File: config.mk
export PLATFORM = sky130hd
export DESIGN_NAME = adc_spi_responder
export DESIGN_NICKNAME = d
export VERILOG_FILES = /design/src/rtl/adc_spi_pkg.sv /design/src/rtl/adc_spi_responder_sig_sync.sv /design/src/rtl/adc_spi_responder.sv
export SDC_FILE = /design/constraint.sdc
export NUM_CORES = 1
export LEC_CHECK = 0
export CAP_MARGIN = 15
export CORE_ASPECT_RATIO = 1.75
export CORE_UTILIZATION = 45
export CTS_CLUSTER_DIAMETER = 200
export CTS_CLUSTER_SIZE = 30
export DETAILED_ROUTE_END_ITERATION = 8
export DONT_BUFFER_PORTS = 1
export GPL_TIMING_DRIVEN = 1
export SLEW_MARGIN = 0
export SYNTH_ARGS = -nofsm -noshare
export SYNTH_HDL_FRONTEND = slang
export SYNTH_SLANG_ARGS = --single-unit
export TNS_END_PERCENT = 50
File: constraint.sdc
create_clock -name clk_50 -period 1.8 [get_ports clk_50]
set_input_delay 0.27 -clock clk_50 [delete_from_list [all_inputs] [get_ports clk_50]]
set_output_delay 0.27 -clock clk_50 [all_outputs]
set_load 0.05 [all_outputs]
File: src/rtl/adc_spi_pkg.sv
// Shared constants and state type for the ADC serial responder.
package adc_spi_pkg;

    localparam int FRAME_BITS   = 16;
    localparam int LEAD_ZEROS   = 4;
    localparam int ADDR_MSB_BIT = 2;
    localparam int ADDR_W       = 3;

    typedef enum logic {
        IDLE   = 1'b0,
        ACTIVE = 1'b1
    } state_t;

endpackage

File: src/rtl/adc_spi_responder_sig_sync.sv
// Multi-stage synchronizer for one asynchronous pin, with edge pulses
// derived from the synchronized level.
module sig_sync #(
    parameter int   STAGES    = 2,
    parameter logic RESET_VAL = 1'b0
) (
    input  logic clk,
    input  logic rst_n,
    input  logic async_in,
    output logic level,
    output logic rise,
    output logic fall
);

    logic [STAGES-1:0] chain_r;
    logic              prev_r;

    // Shift the pin through the synchronizer chain and remember the last level.
    always_ff @(posedge clk or negedge rst_n) begin
        if (!rst_n) begin
            chain_r <= {STAGES{RESET_VAL}};
            prev_r  <= RESET_VAL;
        end else begin
            chain_r[0] <= async_in;
            for (int i = 1; i < STAGES; i++) begin
                chain_r[i] <= chain_r[i-1];
            end
            prev_r <= chain_r[STAGES-1];
        end
    end

    assign level = chain_r[STAGES-1];
    assign rise  = chain_r[STAGES-1] & ~prev_r;
    assign fall  = ~chain_r[STAGES-1] & prev_r;

endmodule

File: src/rtl/adc_spi_responder.sv
// Emulates an 8-channel 12-bit serial ADC: CS_N/SCK/DIN are oversampled
// in the system clock domain, the channel addressed in one frame is
// returned MSB first in the next.
module adc_spi_responder
    import adc_spi_pkg::*;
#(
    parameter int DATA_W      = 12,
    parameter int NCH         = 8,
    parameter int SYNC_STAGES = 2
) (
    input  logic                  clk_50,
    input  logic                  rst_n,
    input  logic                  adc_cs_n,
    input  logic                  adc_sck,
    input  logic                  din,
    input  logic [NCH*DATA_W-1:0] ch_data,
    output logic                  dout,
    output logic                  dout_oe,
    output logic                  frame_done,
    output logic                  frame_abort,
    output logic [ADDR_W-1:0]     last_addr
);

    localparam logic [3:0] LAST_BIT = 4'(FRAME_BITS - 1);

    // Zero-extended sample of the selected channel, forming one frame word.
    function automatic logic [FRAME_BITS-1:0] pick_word(
        input logic [NCH*DATA_W-1:0] data,
        input logic [ADDR_W-1:0]     addr
    );
        logic [DATA_W-1:0] sample;
        sample = data[int'(addr)*DATA_W +: DATA_W];
        return FRAME_BITS'(sample);
    endfunction

    logic cs_level_s, cs_rise_s, cs_fall_s;
    logic sck_level_s, sck_rise_s, sck_fall_s;
    logic din_level_s, din_rise_s, din_fall_s;
    logic unused_sync_s;

    sig_sync #(.STAGES(SYNC_STAGES), .RESET_VAL(1'b1)) u_sync_cs (
        .clk(clk_50), .rst_n(rst_n), .async_in(adc_cs_n),
        .level(cs_level_s), .rise(cs_rise_s), .fall(cs_fall_s)
    );

    sig_sync #(.STAGES(SYNC_STAGES), .RESET_VAL(1'b1)) u_sync_sck (
        .clk(clk_50), .rst_n(rst_n), .async_in(adc_sck),
        .level(sck_level_s), .rise(sck_rise_s), .fall(sck_fall_s)
    );

    sig_sync #(.STAGES(SYNC_STAGES), .RESET_VAL(1'b0)) u_sync_din (
        .clk(clk_50), .rst_n(rst_n), .async_in(din),
        .level(din_level_s), .rise(din_rise_s), .fall(din_fall_s)
    );

    assign unused_sync_s = &{1'b0, cs_level_s, sck_level_s, din_rise_s, din_fall_s};

    state_t                 state_r, state_s;
    logic [3:0]             bit_idx_r, bit_idx_s;
    logic                   rise_seen_r, rise_seen_s;
    logic [FRAME_BITS-1:0]  shift_r, shift_s;
    logic [ADDR_W-1:0]      addr_cur_r, addr_cur_s;
    logic [ADDR_W-1:0]      addr_nxt_r, addr_nxt_s;
    logic [ADDR_W-1:0]      last_addr_r, last_addr_s;
    logic                   dout_r, dout_s;
    logic                   dout_oe_r, dout_oe_s;
    logic                   done_r, done_s;
    logic                   abort_r, abort_s;
    logic [FRAME_BITS-1:0]  snap_s;

    assign snap_s = pick_word(ch_data, addr_cur_r);

    // State and datapath registers.
    always_ff @(posedge clk_50 or negedge rst_n) begin
        if (!rst_n) begin
            state_r     <= IDLE;
            bit_idx_r   <= 4'd0;
            rise_seen_r <= 1'b0;
            shift_r     <= {FRAME_BITS{1'b0}};
            addr_cur_r  <= {ADDR_W{1'b0}};
            addr_nxt_r  <= {ADDR_W{1'b0}};
            last_addr_r <= {ADDR_W{1'b0}};
            dout_r      <= 1'b0;
            dout_oe_r   <= 1'b0;
            done_r      <= 1'b0;
            abort_r     <= 1'b0;
        end else begin
            state_r     <= state_s;
            bit_idx_r   <= bit_idx_s;
            rise_seen_r <= rise_seen_s;
            shift_r     <= shift_s;
            addr_cur_r  <= addr_cur_s;
            addr_nxt_r  <= addr_nxt_s;
            last_addr_r <= last_addr_s;
            dout_r      <= dout_s;
            dout_oe_r   <= dout_oe_s;
            done_r      <= done_s;
            abort_r     <= abort_s;
        end
    end

    // Frame FSM: CS edges open/close frames, SCK rise samples DIN and ends
    // the frame at the last bit, SCK fall shifts out the next bit or wraps.
    // A fall with no preceding rise in the frame (the lead-in fall) is ignored.
    always_comb begin
        state_s     = state_r;
        bit_idx_s   = bit_idx_r;
        rise_seen_s = rise_seen_r;
        shift_s     = shift_r;
        addr_cur_s  = addr_cur_r;
        addr_nxt_s  = addr_nxt_r;
        last_addr_s = last_addr_r;
        dout_s      = dout_r;
        dout_oe_s   = dout_oe_r;
        done_s      = 1'b0;
        abort_s     = 1'b0;

        case (state_r)
            IDLE: begin
                if (cs_fall_s) begin
                    state_s     = ACTIVE;
                    bit_idx_s   = 4'd0;
                    rise_seen_s = 1'b0;
                    shift_s     = snap_s;
                    dout_s      = snap_s[FRAME_BITS-1];
                    dout_oe_s   = 1'b1;
                end else begin
                    dout_s    = 1'b0;
                    dout_oe_s = 1'b0;
                end
            end
            ACTIVE: begin
                if (cs_rise_s) begin
                    // CS rise takes priority over any SCK edge in the same cycle.
                    state_s     = IDLE;
                    bit_idx_s   = 4'd0;
                    rise_seen_s = 1'b0;
                    dout_s      = 1'b0;
                    dout_oe_s   = 1'b0;
                    if (rise_seen_r && (bit_idx_r == LAST_BIT)) begin
                        abort_s = 1'b0;
                    end else begin
                        abort_s = 1'b1;
                    end
                end else if (sck_rise_s) begin
                    rise_seen_s = 1'b1;
                    case (bit_idx_r)
                        4'd2:    addr_nxt_s[ADDR_MSB_BIT]   = din_level_s;
                        4'd3:    addr_nxt_s[ADDR_MSB_BIT-1] = din_level_s;
                        4'd4:    addr_nxt_s[ADDR_MSB_BIT-2] = din_level_s;
                        default: addr_nxt_s = addr_nxt_r;
                    endcase
                    if (bit_idx_r == LAST_BIT) begin
                        done_s      = 1'b1;
                        addr_cur_s  = addr_nxt_r;
                        last_addr_s = addr_nxt_r;
                    end else begin
                        done_s = 1'b0;
                    end
                end else if (sck_fall_s) begin
                    if (rise_seen_r) begin
                        rise_seen_s = 1'b0;
                        if (bit_idx_r == LAST_BIT) begin
                            // Continuous mode: start the next frame without CS.
                            bit_idx_s = 4'd0;
                            shift_s   = snap_s;
                            dout_s    = snap_s[FRAME_BITS-1];
                        end else begin
                            bit_idx_s = bit_idx_r + 4'd1;
                            shift_s   = {shift_r[FRAME_BITS-2:0], 1'b0};
                            dout_s    = shift_r[FRAME_BITS-2];
                        end
                    end else begin
                        rise_seen_s = 1'b0;
                    end
                end else begin
                    state_s = ACTIVE;
                end
            end
            default: begin
                state_s   = IDLE;
                dout_s    = 1'b0;
                dout_oe_s = 1'b0;
            end
        endcase
    end

    assign dout        = dout_r;
    assign dout_oe     = dout_oe_r;
    assign frame_done  = done_r;
    assign frame_abort = abort_r;
    assign last_addr   = last_addr_r;

endmodule

==> metrics.txt, run 1 <==
# TYPE chip_impl_metric gauge
chip_impl_metric{name="power.share.combinational",unit="%"} 17.0
chip_impl_metric{name="route.vias.total",unit=""} 1725
chip_impl_metric{name="switching_portion_of_total_power",unit="%"} 26.8
chip_impl_info{name="status",value="complete, but fails checks"} 1
chip_impl_metric{name="max_cap_viol_count",unit=""} 0
chip_impl_metric{name="yosys_warnings",unit=""} 0
chip_impl_metric{name="postSynth.asyncResetShare",unit="%"} 100
chip_impl_metric{name="synthCells",unit=""} 203
chip_impl_metric{name="yosys.area.top_type_share",unit="%"} 33.5
chip_impl_metric{name="wirelength",unit="µm"} 5370
chip_impl_info{name="cp-startpoint",value="last_addr[0]"} 1
chip_impl_metric{name="multi_input_area",unit="µm²"} 1370
chip_impl_metric{name="worst_setup_hold_path_clk_slew",unit="ps"} 90
chip_impl_metric{name="start_util",unit="%"} 47.0
chip_impl_info{name="clock-root-buffer",value="sky130_fd_sc_hd__clkbuf_8"} 1
chip_impl_metric{name="worst-slew-pin-transition",unit="ps"} 473
chip_impl_metric{name="timing.final.crit_period",unit="ps"} 1660
chip_impl_info{name="post_synth_most_frequent_cells",value="sky130_fd_sc_hd__dfrtp_1 (33), sky130_fd_sc_hd__mux4_2 (24), sky130_fd_sc_hd__nand2_1 (24)"} 1
chip_impl_metric{name="final.setup_skew",unit="ps"} 11.6
chip_impl_metric{name="vdd_drop_max",unit="V"} 0.000411
chip_impl_metric{name="seqPwrFrac",unit="%"} 47.2
chip_impl_info{name="cts_tree",value="yes"} 1
chip_impl_metric{name="max_stage_delay",unit="ps"} 510
chip_impl_metric{name="placedCellCount",unit=""} 254
chip_impl_metric{name="drt_pre_antenna_iters",unit=""} 8
chip_impl_metric{name="internal_power",unit="W"} 0.00181
chip_impl_metric{name="io_buffers",unit=""} 0
chip_impl_metric{name="detail_route.drc_violations",unit=""} 1
chip_impl_metric{name="final_worst_hold_slack",unit="ps"} 357
chip_impl_info{name="ys_top_cells_by_area",value="sky130_fd_sc_hd__dfrtp_1 (33%), sky130_fd_sc_hd__mux4_2 (22%), sky130_fd_sc_hd__dfstp_2 (6.4%)"} 1
chip_impl_metric{name="insertion_delay",unit="ps"} 300
chip_impl_metric{name="dp_hpwl",unit="µm"} 4150
chip_impl_metric{name="cellPowerDensity",unit="nW/µm²"} 889
chip_impl_metric{name="avgRoutedWirePerCell",unit="µm"} 20.1
chip_impl_metric{name="grt_pass1_wl",unit="µm"} 8670
chip_impl_info{name="synth_largest_area_cell",value="sky130_fd_sc_hd__dfrtp_1"} 1
chip_impl_metric{name="vias_in_the_first_global_route",unit=""} 1872
chip_impl_metric{name="areaGrowthSynthToFinish",unit="%"} 12.7
chip_impl_metric{name="timing_hold_violations_final",unit=""} 0
chip_impl_info{name="violations",value="DRC"} 1
chip_impl_metric{name="drive_above_1_share",unit="%"} 37.7
chip_impl_info{name="cp_slowest_cell",value="sky130_fd_sc_hd__mux4_2"} 1
chip_impl_metric{name="die_x",unit="µm"} 58.0
chip_impl_metric{name="clock_power_share",unit="%"} 35.8
chip_impl_metric{name="layout_worst_path_cycle_share",unit="%"} 92.3
chip_impl_info{name="holdCritStartpoint",value="u_sync_cs.chain_r[0]"} 1
chip_impl_metric{name="timing.fmax",unit="GHz"} 0.602
chip_impl_metric{name="synth.avg_cell_area",unit="µm²"} 12.2
chip_impl_metric{name="power_switching",unit="W"} 0.000663
chip_impl_metric{name="yosysSeqAreaShare",unit="%"} 39.8
chip_impl_metric{name="post_cts_setup_buffer_count",unit=""} 0
chip_impl_metric{name="total_leakage_power",unit="nW"} 1.13
chip_impl_metric{name="final-instance-count-excl-fill",unit=""} 267
chip_impl_info{name="crit_chain",value="buf_12 -> mux4_2 -> nor2b_1 -> a211oi_1 -> o31ai_1"} 1
chip_impl_metric{name="diodes_inserted",unit=""} 0
chip_impl_metric{name="clock_path_buffers",unit=""} 2
chip_impl_metric{name="floorplan.die_area",unit="µm²"} 5800
chip_impl_metric{name="max-slew-margin-rel",unit="%"} 68.4
chip_impl_metric{name="antenna_left",unit=""} 0
chip_impl_metric{name="synth.distinct_cells",unit=""} 38
chip_impl_metric{name="initialDrtViolationCount",unit=""} 56
chip_impl_metric{name="worst_r2r_path_depth",unit=""} 5
chip_impl_metric{name="num_rows",unit=""} 35
chip_impl_metric{name="worstPathArrival",unit="ps"} 1850
chip_impl_metric{name="die_y",unit="µm"} 100
chip_impl_metric{name="flop2flop_setup_slack",unit="ps"} 140
chip_impl_metric{name="grt_remaining_overflow",unit=""} 0
chip_impl_info{name="timing.critical_path.to",value="shift_r[11]"} 1
chip_impl_metric{name="postSynthRegisterBits",unit=""} 39
chip_impl_info{name="postSynth.topFlopCell",value="sky130_fd_sc_hd__dfrtp_1"} 1
chip_impl_metric{name="cts.sink_count",unit=""} 39
chip_impl_info{name="timing_worst_setup_path_type",value="flip-flop to flip-flop"} 1
chip_impl_metric{name="floorplan.core_area",unit="µm²"} 5260
chip_impl_info{name="r2r_start",value="last_addr[0]"} 1
chip_impl_metric{name="final_net_count",unit=""} 315
chip_impl_metric{name="numCtsBuffers",unit=""} 5
chip_impl_metric{name="syn_nets",unit=""} 307
chip_impl_metric{name="antenna_found_initial",unit=""} 0
chip_impl_metric{name="final_weighted_congestion_in_routability_driven_placement",unit=""} 0.819
chip_impl_metric{name="cp.required",unit="ps"} 1990
chip_impl_metric{name="synthesis.area",unit="µm²"} 2470
chip_impl_metric{name="ioPinCount",unit=""} 108
chip_impl_metric{name="h-tree-depth",unit=""} 2
chip_impl_metric{name="num-fill-cells",unit=""} 461
chip_impl_metric{name="finalMaxSlewViolations",unit=""} 0
chip_impl_metric{name="path_max_fanout",unit=""} 22
chip_impl_metric{name="synth-edff-count",unit=""} 0
chip_impl_metric{name="groute.usage.overall",unit="%"} 19.7
chip_impl_info{name="synth.most_common_cell",value="sky130_fd_sc_hd__dfrtp_1"} 1
chip_impl_metric{name="maximum_number_of_pins_on_one_net_before_global_route_repair",unit=""} 40
chip_impl_metric{name="detail_route.vias_per_cell",unit=""} 6.46
chip_impl_metric{name="sequential_cell_area",unit="µm²"} 988
chip_impl_info{name="timing.hold.worst.class",value="flip-flop to flip-flop"} 1
chip_impl_info{name="critPathLaunchType",value="flip-flop"} 1
chip_impl_metric{name="finalSetupViolations",unit=""} 0
chip_impl_info{name="worstSetupEndpointType",value="flip-flop"} 1
chip_impl_metric{name="hold_depth",unit=""} 0
chip_impl_info{name="rr_endpoint",value="shift_r[11]"} 1
[per-stage QoR]
step           cell area [µm²]  util, %  setup TNS [ps]  setup slack, ps  power [W]
2_1_floorplan             2470        -            -153            -43.7    0.00147
3_5_place_dp              2580     49.1               0             84.6    0.00158
5_1_grt                   2780     52.9           -3.38            -3.38    0.00259
6_report                  2780     52.9               0              139    0.00247
4_1_cts                   2780     52.8               0             49.4    0.00249
3_3_place_gp              2580     49.1               0              147    0.00155
[registers in the layout (all words and copies together), names as in the netlist, 2 cells and up]
name and flops:
shift_r 15, bit_idx_r 4, addr_nxt_r 3, last_addr 3, u_sync_cs.chain_r 2, u_sync_din.chain_r 2, u_sync_sck.chain_r 2
[how the worst min path moves through the flow]
| stage | to | slack (ps) |
|---|---|---|
| final | u_sync_cs.chain_r[1] | 360 |
| after global placement | shift_r[5] | -20 |
| after global routing | u_sync_cs.chain_r[1] | 360 |
| after floorplan | addr_nxt_r[0] | -30 |
| after CTS | u_sync_cs.chain_r[1] | 360 |
| after detailed placement | shift_r[5] | -20 |
[layout make-up]
| class | instances | share of cell area (%) |
|---|---|---|
| multi-input cells | 142 | 49.4 |
| clock buffers | 5 | 2.47 |
| flip-flops and latches | 39 | 35.5 |
| repair buffers | 18 | 7.02 |
| inverters | 5 | 0.675 |
| well taps | 55 | 2.47 |
| clock inverters | 3 | 2.43 |
[power groups by stage]
stage	registers, W	logic (W)	clock network [W]
global route	0.00119	0.000472	0.000928
floorplan	0.00113	0.000336	0
global placement	0.00117	0.000380	0
finish	0.00117	0.000419	0.000885
CTS	0.00117	0.000425	0.000897
detailed placement	0.00118	0.000397	0
[cell usage in the layout, fill, tap and decap left out, types with 2 or more instances in the layout]
| master | instances |
|---|---|
| sky130_fd_sc_hd__a21oi_1 | 4 |
| sky130_fd_sc_hd__mux2_2 | 7 |
| sky130_fd_sc_hd__ha_1 | 2 |
| sky130_fd_sc_hd__nand3b_1 | 3 |
| sky130_fd_sc_hd__nor3b_1 | 2 |
| sky130_fd_sc_hd__nor3_1 | 2 |
| sky130_fd_sc_hd__o31ai_1 | 12 |
| sky130_fd_sc_hd__a211oi_2 | 6 |
| sky130_fd_sc_hd__dfstp_2 | 6 |
| sky130_fd_sc_hd__nor2_1 | 12 |
| sky130_fd_sc_hd__buf_12 | 4 |
| sky130_fd_sc_hd__bufinv_16 | 2 |
| sky130_fd_sc_hd__buf_4 | 10 |
| sky130_fd_sc_hd__nand2_1 | 24 |
| sky130_fd_sc_hd__o21ai_0 | 3 |
| sky130_fd_sc_hd__a211oi_1 | 8 |
| sky130_fd_sc_hd__nor2b_4 | 6 |
| sky130_fd_sc_hd__dfrtp_2 | 4 |
| sky130_fd_sc_hd__dlygate4sd3_1 | 4 |
| sky130_fd_sc_hd__inv_1 | 5 |
| sky130_fd_sc_hd__nor2b_1 | 6 |
| sky130_fd_sc_hd__clkbuf_8 | 5 |
| sky130_fd_sc_hd__nand3_1 | 4 |
| sky130_fd_sc_hd__a211o_1 | 2 |
| sky130_fd_sc_hd__mux4_2 | 24 |
| sky130_fd_sc_hd__o21ai_1 | 2 |
| sky130_fd_sc_hd__dfrtp_1 | 29 |
[worst max-delay path, delay by kind of cell, from the launching register on]
family | cells | cell delay (ps)
compound gates | 2 | 300
buf+inv | 1 | 200
flops | 1 | 400
mux | 1 | 510
simple gates | 1 | 140
[logic make-up (layout without fill, tap and decap cells)]
logic type      after synthesis  after routing  share of synthesized area [%]
buf+inv                      22             31                           4.97
compound gates               39             39                           12.3
mux                          32             32                           25.5
fa+ha+maj                     3              3                           1.52
simple gates                 68             68                           15.9
flops                        39             39                           39.8
[repair_timing]
action                                 4_1_cts  5_1_grt
setup endpoints to repair                    0       16
hold buffers                                 5        0
gates resized for setup                      0        3
endpoints found under the hold margin       42        0
[per-layer routing]
layer  up-vias  global-route usage, %  part of all wire, %
li1        776                      -                    -
met1       847                   21.0                   34
met2        95                   37.3                   58
met3         7                   3.35                  6.2
met4         0                   7.33                  1.5
met5         -                      0                    0
Note: power is estimated with default switching activity, not from simulation.
==> inputs of run 2 (changes only) <==
==> constraint.sdc (replaced) <==
create_clock -name clk_50 -period 1.6 [get_ports clk_50]
set_input_delay 0.24 -clock clk_50 [delete_from_list [all_inputs] [get_ports clk_50]]
set_output_delay 0.24 -clock clk_50 [all_outputs]
set_load 0.05 [all_outputs]
==> run 2 against run 1 <==
Net effect:
- the flow finishes with violations (DRC, setup timing)
- via count is 3.7% higher
- non-clock buffer count is 12 higher
- critical path depth stayed put
- hold slack better by 1.5 ps
- sequential cell count stayed put
==> metrics.txt, run 2 (synthesized netlist as in run 1, its figures left out) <==
# TYPE chip_impl_metric gauge
chip_impl_metric{name="max-slew-margin-rel",unit="%"} 68.2
chip_impl_metric{name="diodes_inserted",unit=""} 0
chip_impl_info{name="status",value="complete, but fails checks"} 1
chip_impl_metric{name="antenna_found_initial",unit=""} 0
chip_impl_info{name="most_frequent_standard_cell_in_the_layout_excluding_fill_and_tap_cells",value="sky130_fd_sc_hd__dfrtp_1"} 1
chip_impl_metric{name="num_rows",unit=""} 35
chip_impl_metric{name="ioPinCount",unit=""} 108
chip_impl_info{name="violations",value="DRC, setup timing"} 1
chip_impl_metric{name="cellPowerDensity",unit="nW/µm²"} 886
chip_impl_metric{name="finalMaxSlewViolations",unit=""} 0
chip_impl_metric{name="initialDrtViolationCount",unit=""} 44
chip_impl_metric{name="worst_r2r_path_depth",unit=""} 5
chip_impl_metric{name="hold_depth",unit=""} 0
chip_impl_metric{name="start_util",unit="%"} 47.0
chip_impl_metric{name="avgRoutedWirePerCell",unit="µm"} 19.7
chip_impl_info{name="reg_top3",value="shift_r (15), bit_idx_r (4)"} 1
chip_impl_info{name="r2r_start",value="last_addr[0]"} 1
chip_impl_metric{name="clock_path_buffers",unit=""} 2
chip_impl_info{name="critPathLaunchType",value="flip-flop"} 1
chip_impl_metric{name="groute.usage.overall",unit="%"} 19.3
chip_impl_metric{name="insertion_delay",unit="ps"} 290
chip_impl_metric{name="path_max_fanout",unit=""} 9
chip_impl_info{name="cts_tree",value="yes"} 1
chip_impl_metric{name="worst-slew-pin-transition",unit="ps"} 476
chip_impl_metric{name="antenna_left",unit=""} 0
chip_impl_metric{name="final.setup_skew",unit="ps"} 3.61
chip_impl_metric{name="final_worst_hold_slack",unit="ps"} 359
chip_impl_info{name="timing_worst_setup_path_type",value="flip-flop to flip-flop"} 1
chip_impl_metric{name="vias_in_the_first_global_route",unit=""} 1919
chip_impl_metric{name="max_cap_viol_count",unit=""} 0
chip_impl_info{name="grt_setup_unrepaired",value="yes"} 1
chip_impl_metric{name="final_cell_area",unit="µm²"} 2890
chip_impl_metric{name="cts.sink_count",unit=""} 39
chip_impl_metric{name="io_buffers",unit=""} 0
chip_impl_metric{name="timing.fmax",unit="GHz"} 0.601
chip_impl_metric{name="grt_remaining_overflow",unit=""} 0
chip_impl_metric{name="placedInstanceArea",unit="µm²"} 2620
chip_impl_info{name="timing.hold.worst.class",value="flip-flop to flip-flop"} 1
chip_impl_info{name="clock-root-buffer",value="sky130_fd_sc_hd__clkbuf_8"} 1
chip_impl_info{name="max_flop_register",value="shift_r"} 1
chip_impl_metric{name="h-tree-depth",unit=""} 2
chip_impl_metric{name="route.vias.total",unit=""} 1789
chip_impl_metric{name="wirelength",unit="µm"} 5490
chip_impl_info{name="holdCritStartpoint",value="u_sync_din.chain_r[0]"} 1
chip_impl_info{name="mostFrequentLayoutCells",value="sky130_fd_sc_hd__dfrtp_1 (30), sky130_fd_sc_hd__nand2_1 (24), sky130_fd_sc_hd__mux4_2 (24)"} 1
chip_impl_metric{name="largest_reg_flops",unit=""} 15
chip_impl_info{name="rr_endpoint",value="shift_r[1]"} 1
chip_impl_metric{name="flop2flop_setup_slack",unit="ps"} -70
chip_impl_metric{name="timing.final.crit_period",unit="ps"} 1670
chip_impl_metric{name="total_leakage_power",unit="nW"} 1.19
chip_impl_metric{name="post-route-util",unit="%"} 55.0
chip_impl_metric{name="die_x",unit="µm"} 58.0
chip_impl_metric{name="floorplan.die_area",unit="µm²"} 5800
chip_impl_info{name="worstSetupEndpointType",value="flip-flop"} 1
chip_impl_metric{name="detail_route.vias_per_cell",unit=""} 6.41
chip_impl_metric{name="detail_route.drc_violations",unit=""} 1
chip_impl_metric{name="timing_hold_violations_final",unit=""} 0
chip_impl_metric{name="vdd_drop_max",unit="V"} 0.000343
chip_impl_metric{name="die_y",unit="µm"} 100
chip_impl_metric{name="layout_worst_path_cycle_share",unit="%"} 104
chip_impl_metric{name="final_net_count",unit=""} 327
chip_impl_metric{name="floorplan.core_area",unit="µm²"} 5260
chip_impl_metric{name="cp.required",unit="ps"} 1770
chip_impl_metric{name="drive_above_1_share",unit="%"} 43.3
chip_impl_metric{name="worstPathArrival",unit="ps"} 1830
chip_impl_metric{name="numCtsBuffers",unit=""} 5
chip_impl_metric{name="worst_setup_hold_path_clk_slew",unit="ps"} 70
chip_impl_metric{name="timing.final.ws_setup",unit="ps"} -65.2
chip_impl_metric{name="drt_pre_antenna_iters",unit=""} 8
chip_impl_metric{name="areaGrowthSynthToFinish",unit="%"} 17.0
chip_impl_info{name="cp-startpoint",value="last_addr[0]"} 1
chip_impl_metric{name="finalSetupViolations",unit=""} 4
chip_impl_metric{name="grt_pass1_wl",unit="µm"} 8490
chip_impl_metric{name="dp_hpwl",unit="µm"} 4240
chip_impl_metric{name="maximum_number_of_pins_on_one_net_before_global_route_repair",unit=""} 40
chip_impl_metric{name="final_weighted_congestion_in_routability_driven_placement",unit=""} 0.766
chip_impl_info{name="worst_hold_path.endpoint",value="u_sync_din.chain_r[1]"} 1
[run 2: cell count changes in the layout (fill, tap and decap cells not counted), sizes merged]
cell    before  now
buf         14   26
bufinv       2    0
clkbuf       5    7
[run 2: cell type report]
class | count | area [µm²]
clock buffer | 7 | 96.3
clock inverter | 1 | 7.51
fill | 454 | 2370
inverter | 5 | 18.8
multi-input combinational | 142 | 1400
sequential | 39 | 990
tap | 55 | 68.8
timing repair buffer | 30 | 305
[run 2: power by group]
part           switching (W)  internal, W  leakage [nW]
clock               0.000341     0.000392        0.0505
combinational       0.000260     0.000265         0.654
sequential          0.000130      0.00117         0.487
total               0.000731      0.00183          1.19
[run 2: worst max path at each step]
stage,to,slack [ps],cells past startpoint
after global placement,shift_r[6],-50,5
after detailed placement,shift_r[3],-120,5
final,shift_r[1],-70,5
after floorplan,shift_r[2],-190,6
after global routing,shift_r[1],-110,5
after CTS,shift_r[3],-50,5
[run 2: stage by stage]
stage                     worst slack [ps]  power, W  instances  setup TNS [ps]
final                                -65.2   0.00256        279            -128
after floorplan                       -189   0.00165        203           -2010
after global routing                  -114   0.00269        279            -671
after detailed placement              -121   0.00180        260            -649
after CTS                            -51.3   0.00257        273            -269
after global placement               -46.8   0.00177        260            -225
[run 2: repair_timing]
action                                  in CTS  in global routing
hold buffers                                 5                  0
pin swaps                                    2                  3
resized for setup                            6                  8
endpoints found under the hold margin       42                  0
endpoints found under the setup margin      15                 16
setup buffers                                0                  6
[run 2: critical path: stages (launching register included)]
cell                       delay [ps]
sky130_fd_sc_hd__dfrtp_2          430
sky130_fd_sc_hd__buf_12           150
sky130_fd_sc_hd__mux4_2           480
sky130_fd_sc_hd__nor2b_1          150
sky130_fd_sc_hd__a211oi_2         220
sky130_fd_sc_hd__o31ai_1          120
[run 2: routing by layer]
layer  part of all wire, %  wire length (µm)  GRT usage, %  vias up
met3                   6.6               362          3.48       13
met5                     0                 0             0        -
met2                    56              3080          37.0      103
met1                    34              1890          20.0      870
met4                   2.8               151          7.51        0
li1                      -                 -             -      803
